File: src/rtl/iic_pkg.sv
// iic_pkg: shared state encoding and default timing constants for the IIC controllers
package iic_pkg;
  typedef enum logic [2:0] {IDLE, START, CHIP, REG, DATA, STOP, DONE} state_t;
  localparam logic IIC_WR_BIT = 1'b0;
  localparam int FIN_MASK_CYC_DEF = 2;
  localparam int TIMEOUT_CYC_DEF = 1023;
endpackage

File: src/rtl/iic_wd_timer.sv
// iic_wd_timer: per-phase cycle counter with clear, saturation, finish-mask and watchdog flags
module iic_wd_timer import iic_pkg::*; #(
  parameter int MASK_CYC = FIN_MASK_CYC_DEF,
  parameter int LIMIT = TIMEOUT_CYC_DEF
) (
  input  logic clk,
  input  logic rst,
  input  logic clr,
  output logic mask_done,
  output logic timeout
);
  localparam int CW = $clog2(LIMIT + 1);
  logic [CW-1:0] ph_cnt;
  always_ff @(posedge clk or posedge rst)
    if (rst) ph_cnt <= '0;
    else if (clr) ph_cnt <= '0;
    else if (ph_cnt != CW'(LIMIT)) ph_cnt <= ph_cnt + 1'b1;
  assign mask_done = ph_cnt >= CW'(MASK_CYC);
  assign timeout = ph_cnt == CW'(LIMIT);
endmodule

File: src/rtl/iic_wr_ctrl.sv
// iic_wr_ctrl: write-command sequencer START->CHIP->REG->DATA->STOP for the IIC byte transmitter
// Define IIC_WR_TIMEOUT_EN to enable the per-phase watchdog abort.
module iic_wr_ctrl import iic_pkg::*; #(
  parameter int FIN_MASK_CYC = FIN_MASK_CYC_DEF,
  parameter int TIMEOUT_CYC = TIMEOUT_CYC_DEF
) (
  input  logic       clk,
  input  logic       rst,
  input  logic       cmd_valid,
  output logic       cmd_ready,
  input  logic [6:0] cmd_chip,
  input  logic [7:0] cmd_reg,
  input  logic [7:0] cmd_data,
  output logic       busy,
  output logic       done,
  output logic       err,
  output logic       trans_start,
  output logic       trans_chip,
  output logic       trans_reg,
  output logic       trans_data,
  output logic       trans_stop,
  input  logic       finish_start,
  input  logic       finish_chip,
  input  logic       finish_reg,
  input  logic       finish_data,
  input  logic       finish_stop,
  output logic [7:0] data_out
);
  state_t state, nxt;
  logic [7:0] chip_q, reg_q, data_q;
  logic fin, mask_done, timeout, accept, done_nxt, err_nxt;
  assign accept = state == IDLE && cmd_valid;
  always_comb fin = state == START ? finish_start :
                    state == CHIP  ? finish_chip  :
                    state == REG   ? finish_reg   :
                    state == DATA  ? finish_data  :
                    state == STOP  ? finish_stop  : 1'b0;
  // clearing on every state change makes ph_cnt read 0 in the first cycle of each phase
  iic_wd_timer #(.MASK_CYC(FIN_MASK_CYC), .LIMIT(TIMEOUT_CYC)) u_wd (
    .clk(clk), .rst(rst), .clr(nxt != state), .mask_done(mask_done), .timeout(timeout)
  );
  always_comb begin
    nxt = state;
    if (state == IDLE) nxt = cmd_valid ? START : IDLE;
    else if (state == DONE) nxt = IDLE;
    else if (fin && mask_done) nxt = state == STOP ? DONE : state_t'(state + 3'd1);
`ifdef IIC_WR_TIMEOUT_EN
    else if (timeout) nxt = state == STOP ? IDLE : STOP;
`endif
  end
`ifdef IIC_WR_TIMEOUT_EN
  logic abort_q, to_abort;
  assign to_abort = timeout && !(fin && mask_done) && state inside {START, CHIP, REG, DATA};
  always_ff @(posedge clk or posedge rst)
    if (rst) abort_q <= 1'b0;
    else abort_q <= accept ? 1'b0 : abort_q | to_abort;
  assign done_nxt = nxt == DONE && !abort_q;
  assign err_nxt = (nxt == DONE && abort_q) || (state == STOP && nxt == IDLE);
`else
  logic unused_timeout;
  assign unused_timeout = timeout;
  assign done_nxt = nxt == DONE;
  assign err_nxt = 1'b0;
`endif
  always_ff @(posedge clk or posedge rst)
    if (rst) begin
      state <= IDLE;
      chip_q <= '0;
      reg_q <= '0;
      data_q <= '0;
      {trans_start, trans_chip, trans_reg, trans_data, trans_stop} <= '0;
      data_out <= 8'h00;
      busy <= 1'b0;
      done <= 1'b0;
      err <= 1'b0;
      cmd_ready <= 1'b1;
    end else begin
      state <= nxt;
      if (accept) begin
        chip_q <= {cmd_chip, IIC_WR_BIT};
        reg_q <= cmd_reg;
        data_q <= cmd_data;
      end
      trans_start <= nxt == START;
      trans_chip <= nxt == CHIP;
      trans_reg <= nxt == REG;
      trans_data <= nxt == DATA;
      trans_stop <= nxt == STOP;
      data_out <= nxt == CHIP ? chip_q : nxt == REG ? reg_q : nxt == DATA ? data_q : 8'h00;
      busy <= nxt != IDLE;
      cmd_ready <= nxt == IDLE;
      done <= done_nxt;
      err <= err_nxt;
    end
endmodule
File: config.mk
export PLATFORM = sky130hd
export DESIGN_NAME = iic_wr_ctrl
export DESIGN_NICKNAME = d
export VERILOG_FILES = /design/src/rtl/iic_pkg.sv /design/src/rtl/iic_wd_timer.sv /design/src/rtl/iic_wr_ctrl.sv
export SDC_FILE = /design/constraint.sdc
export NUM_CORES = 1
export LEC_CHECK = 0
export CAP_MARGIN = 0
export CORE_ASPECT_RATIO = 0.6
export CORE_UTILIZATION = 51
export DETAILED_ROUTE_END_ITERATION = 10
export PLACE_DENSITY = 0.79
export RECOVER_POWER = 25
export REMOVE_ABC_BUFFERS = 1
export SYNTH_ARGS = -nofsm -noshare
export SYNTH_HDL_FRONTEND = slang
export SYNTH_SLANG_ARGS = --single-unit
File: constraint.sdc
create_clock -name clk -period 3.04 [get_ports clk]
set_input_delay 0.304 -clock clk [delete_from_list [all_inputs] [get_ports clk]]
set_output_delay 0.304 -clock clk [all_outputs]
set_load 0.01 [all_outputs]
==> summary.md <==
| Metric | Value |
|---|---|
| Critical path data arrival time | `3.11 ns` |
| Number of antenna-violating nets in the routed design | `0` |
| Final Hold Viols | `0` |
| Leak Pwr | `0.00135 uW` |
| Cells taking the most area after synthesis | `sky130_fd_sc_hd__dfrtp_1, sky130_fd_sc_hd__mux2_2, sky130_fd_sc_hd__ha_1, sky130_fd_sc_hd__a221o_1, sky130_fd_sc_hd__nor4_1` |
| Number of global-route vias before repair | `1753` |
| Most used flip-flop cell after synthesis | `sky130_fd_sc_hd__dfrtp_1` |
| Critical R2R Capture | `data_out[3]` |
| Largest clock skew in the final design | `0.0155 ns` |
| CP cell instances | `inv_1, ha_1, nand3b_4, a211oi_4, o221ai_2, mux2_2, a211oi_4, buf_4, a221o_1` |
| Input/output buffers | `46` |
| Overall routed net length | `5.18 mm` |
| Overall power of the completed layout | `2850 uW` |
| Number of flip-flops and latches in the synthesized netlist | `52` |
| Reg2reg start | `state[0]` |
| RePlAce Congestion | `0.831` |
| Height of the die | `56.3 um` |
| # rows | `19` |
| Effective utilization at floorplan | `54.0%` |
| Buffering stage count on the worst path with inverters included | `2` |
| Critical path startpoint category | `flop` |
| Cell depth of the worst hold path | `1` |
| Number of antenna violations at the first check in global routing | `0` |
| Worst-case clock buffer depth | `2` |
| Violated checks | `max-capacitance violations, max-slew violations` |
| Critical-path cell with the highest stage delay | `sky130_fd_sc_hd__dfrtp_1` |
| Fraction of registers with async set/reset | `100%` |
| Reg with most FFs | `u_wd.ph_cnt` |
| MaxCap Viol Count | `1` |
| Growth of design area from synthesis to finish | `26.6%` |
| Post-synth EDFFs | `0` |
| Die Outline Area | `5200 um^2` |
| Final setup violating endpoints | `0` |
| Post-synthesis sequential area ratio | `52.0%` |
| Synth top cells by count | `sky130_fd_sc_hd__dfrtp_1, sky130_fd_sc_hd__mux2_2, sky130_fd_sc_hd__nor2_1` |
| Crit path capture type | `flop` |
| Via count normalized by instance count | `5.68` |
| Status | `complete, but fails checks` |
| Share of the synthesized area in the top cell type | `50.9%` |
| Yosys warning count | `0` |
| Overall via count from detail_route | `1856` |
| Number of different library cells in the post-synthesis netlist | `46` |
| Most Frequent Cell on Critical Path | `sky130_fd_sc_hd__a211oi_4` |
| Clock insertion delay at the later pin of the skew report | `0.31 ns` |
| Post-detailed-placement half-perimeter wirelength | `3.74 mm` |
| Highest net fanout along the worst path | `11` |
| Cts-stage hold buffer count | `0` |
| Number of detailed-route iterations in the first pass | `4` |
| Routed WL per cell | `15.8 um` |
| Clock buffers created by TritonCTS | `5` |
| CP peak stage delay | `0.51 ns` |
| TritonCTS clock tree | `done` |
| Max Slew Vio Count | `53` |
| Post-detailed-route DRC marker count | `0` |
| # nets final | `301` |
| Largest area contributor in the netlist | `sky130_fd_sc_hd__dfrtp_1` |
| Actual slew at the worst max-slew pin | `1.91 ns` |
| WHS | `0.508 ns` |
| Fmax achieved | `342 MHz` |
| Max FFs per register | `10` |
| GRT Resource Usage Total | `22.4%` |
| Synthesized area divided by synthesized cell count | `11.9 um^2` |
| Overall die width | `92.5 um` |
| Clock-pin slew of the registers on the worst-case setup and hold paths | `0.10 ns` |
| First-pass GRT wire length | `8.80 mm` |
| Number of top-level pins | `48` |
| DRC violation total after the first TritonRoute iteration | `113` |
| Kind of cell with the highest combined delay on the critical path | `compound AO/OA/AOI/OAI gates` |
| Synthesized cell area | `2500 um^2` |
| Origin of the worst min-delay path | `data_q[0]` |
| Maximum level of the CTS H-tree | `2` |
| Required time at the endpoint of the critical path | `3.23 ns` |
| Placeable core region | `4640 um^2` |
| Type of the worst min-delay path | `flop to flop` |
| Endpoint of the worst hold-timing path | `data_out[0]` |
| Dominant cell by count in the synthesized netlist | `sky130_fd_sc_hd__dfrtp_1` |
| RSZ-0062 raised after global routing | `true` |
| Length in cells of the worst reg-to-reg path | `9` |
| Clock sink total | `52` |
| Register-to-register setup slack | `0.12 ns` |
| Layout cells sized above 1 | `19.7%` |
| Final period util | `96.2%` |
| Antenna diode count | `0` |
| Residual overflow from global routing | `0` |
| Cell count after synthesis | `210` |
| Maximum number of pins on one net before global-route repair | `53` |
| Clock tree root buffer cell | `sky130_fd_sc_hd__clkbuf_8` |
| Worst max-slew margin expressed relative to the limit | `-27.5%` |
| Minimum clock period after layout | `2.92 ns` |
| Category of the most critical setup path | `flop to flop` |
| IR drop worst, VDD | `0.435 mV` |
| Power density over the cells | `898 nW/um^2` |
| Fill cell total of the finished layout | `374` |
==> worst max path at each step <==
stage              from             end  cells past startpoint
6_report       state[0]     data_out[3]                      9
5_1_grt        state[0]     data_out[3]                      9
4_1_cts        state[0]     data_out[3]                      8
3_5_place_dp   state[0]     data_out[6]                      8
3_3_place_gp   state[0]  u_wd.ph_cnt[9]                      8
2_1_floorplan  state[2]     data_out[1]                      8
==> layout make-up <==
type                            count  area (um^2)  area share, %
Sequential cell                    52         1300           41.1
Timing Repair Buffer               53          526           16.6
Multi-Input combinational cell    136         1100           34.7
Tap cell                           63         78.8           2.49
Clock inverter                      2         35.0           1.10
Clock buffer                        6         72.6           2.29
Inverter                           15         56.3           1.78
==> power by group <==
part | leakage [uW] | total, uW | switching, uW | internal (uW)
logic | 0.000634 | 1270 | 659 | 612
clock network | 0.0000552 | 475 | 230 | 245
registers | 0.000662 | 1100 | 158 | 945
total | 0.00135 | 2850 | 1050 | 1800
==> logic make-up after synthesis <==
group,Yosys count,share of synthesized area [%]
buf+inv,22,4.65
fa+ha+maj,7,3.50
mux,27,12.0
flops,52,52.0
other cells,1,0.150
xor+xnor,6,2.10
compound gates,35,12.2
simple gates,60,13.3
==> worst reg2reg max path, stage by stage, from the launching register on <==
cell and delay [ns]:
sky130_fd_sc_hd__dfrtp_1 0.51, sky130_fd_sc_hd__inv_1 0.19, sky130_fd_sc_hd__ha_1 0.30, sky130_fd_sc_hd__nand3b_4 0.18, sky130_fd_sc_hd__a211oi_4 0.36, sky130_fd_sc_hd__o221ai_2 0.22
sky130_fd_sc_hd__mux2_2 0.44, sky130_fd_sc_hd__a211oi_4 0.08, sky130_fd_sc_hd__buf_4 0.17, sky130_fd_sc_hd__a221o_1 0.34
==> cell usage in the layout, fill, tap and decap left out, types with 2 or more instances in the layout <==
cell / Yosys / routed
sky130_fd_sc_hd__dfrtp_1: 51 / 51
sky130_fd_sc_hd__clkdlybuf4s50_1: 0 / 45
sky130_fd_sc_hd__mux2_2: 25 / 25
sky130_fd_sc_hd__nor2_1: 16 / 16
sky130_fd_sc_hd__inv_1: 14 / 14
sky130_fd_sc_hd__nor4_1: 10 / 10
sky130_fd_sc_hd__nand3_1: 8 / 8
sky130_fd_sc_hd__nor3_1: 8 / 8
sky130_fd_sc_hd__a221o_1: 7 / 7
sky130_fd_sc_hd__ha_1: 7 / 7
sky130_fd_sc_hd__nand2_1: 6 / 6
sky130_fd_sc_hd__buf_4: 1 / 6
sky130_fd_sc_hd__xnor2_1: 5 / 5
sky130_fd_sc_hd__a21oi_1: 5 / 5
sky130_fd_sc_hd__clkbuf_8: 0 / 5
sky130_fd_sc_hd__a211oi_4: 2 / 3
sky130_fd_sc_hd__o21ai_0: 3 / 3
sky130_fd_sc_hd__a31oi_1: 2 / 2
sky130_fd_sc_hd__mux2i_1: 2 / 2
sky130_fd_sc_hd__o221ai_2: 1 / 2
sky130_fd_sc_hd__nand4_1: 2 / 2
sky130_fd_sc_hd__nor3b_1: 2 / 2
sky130_fd_sc_hd__o211ai_1: 2 / 2
sky130_fd_sc_hd__a22o_1: 2 / 2
sky130_fd_sc_hd__and3_1: 2 / 2
==> stage by stage <==
stage	worst slack (ns)	instances	utilization, %	cell area [um^2]	setup TNS, ns
CTS	0.0940	324	67.3	3120	0
global placement	0.222	316	65.0	3010	0
finish	0.117	327	68.4	3170	0
detailed placement	0.132	316	65.0	3010	0
global route	-0.00406	327	68.4	3170	-0.00406
floorplan	0.486	203	-	2440	0
==> routing by layer <==
metal	track usage, %	up-vias	share of wire (%)
li1	-	877	-
met1	35.5	890	54
met5	0	-	0
met2	29.8	78	37
met3	5.15	11	7.0
met4	7.37	0	1.3
==> what timing repair did <==
action | 4_1_cts | 5_1_grt
setup buffers | 0 | 3
setup endpoints to repair | 0 | 19
resized for setup | 0 | 2
No activity file was read; power rests on OpenSTA's default activity.
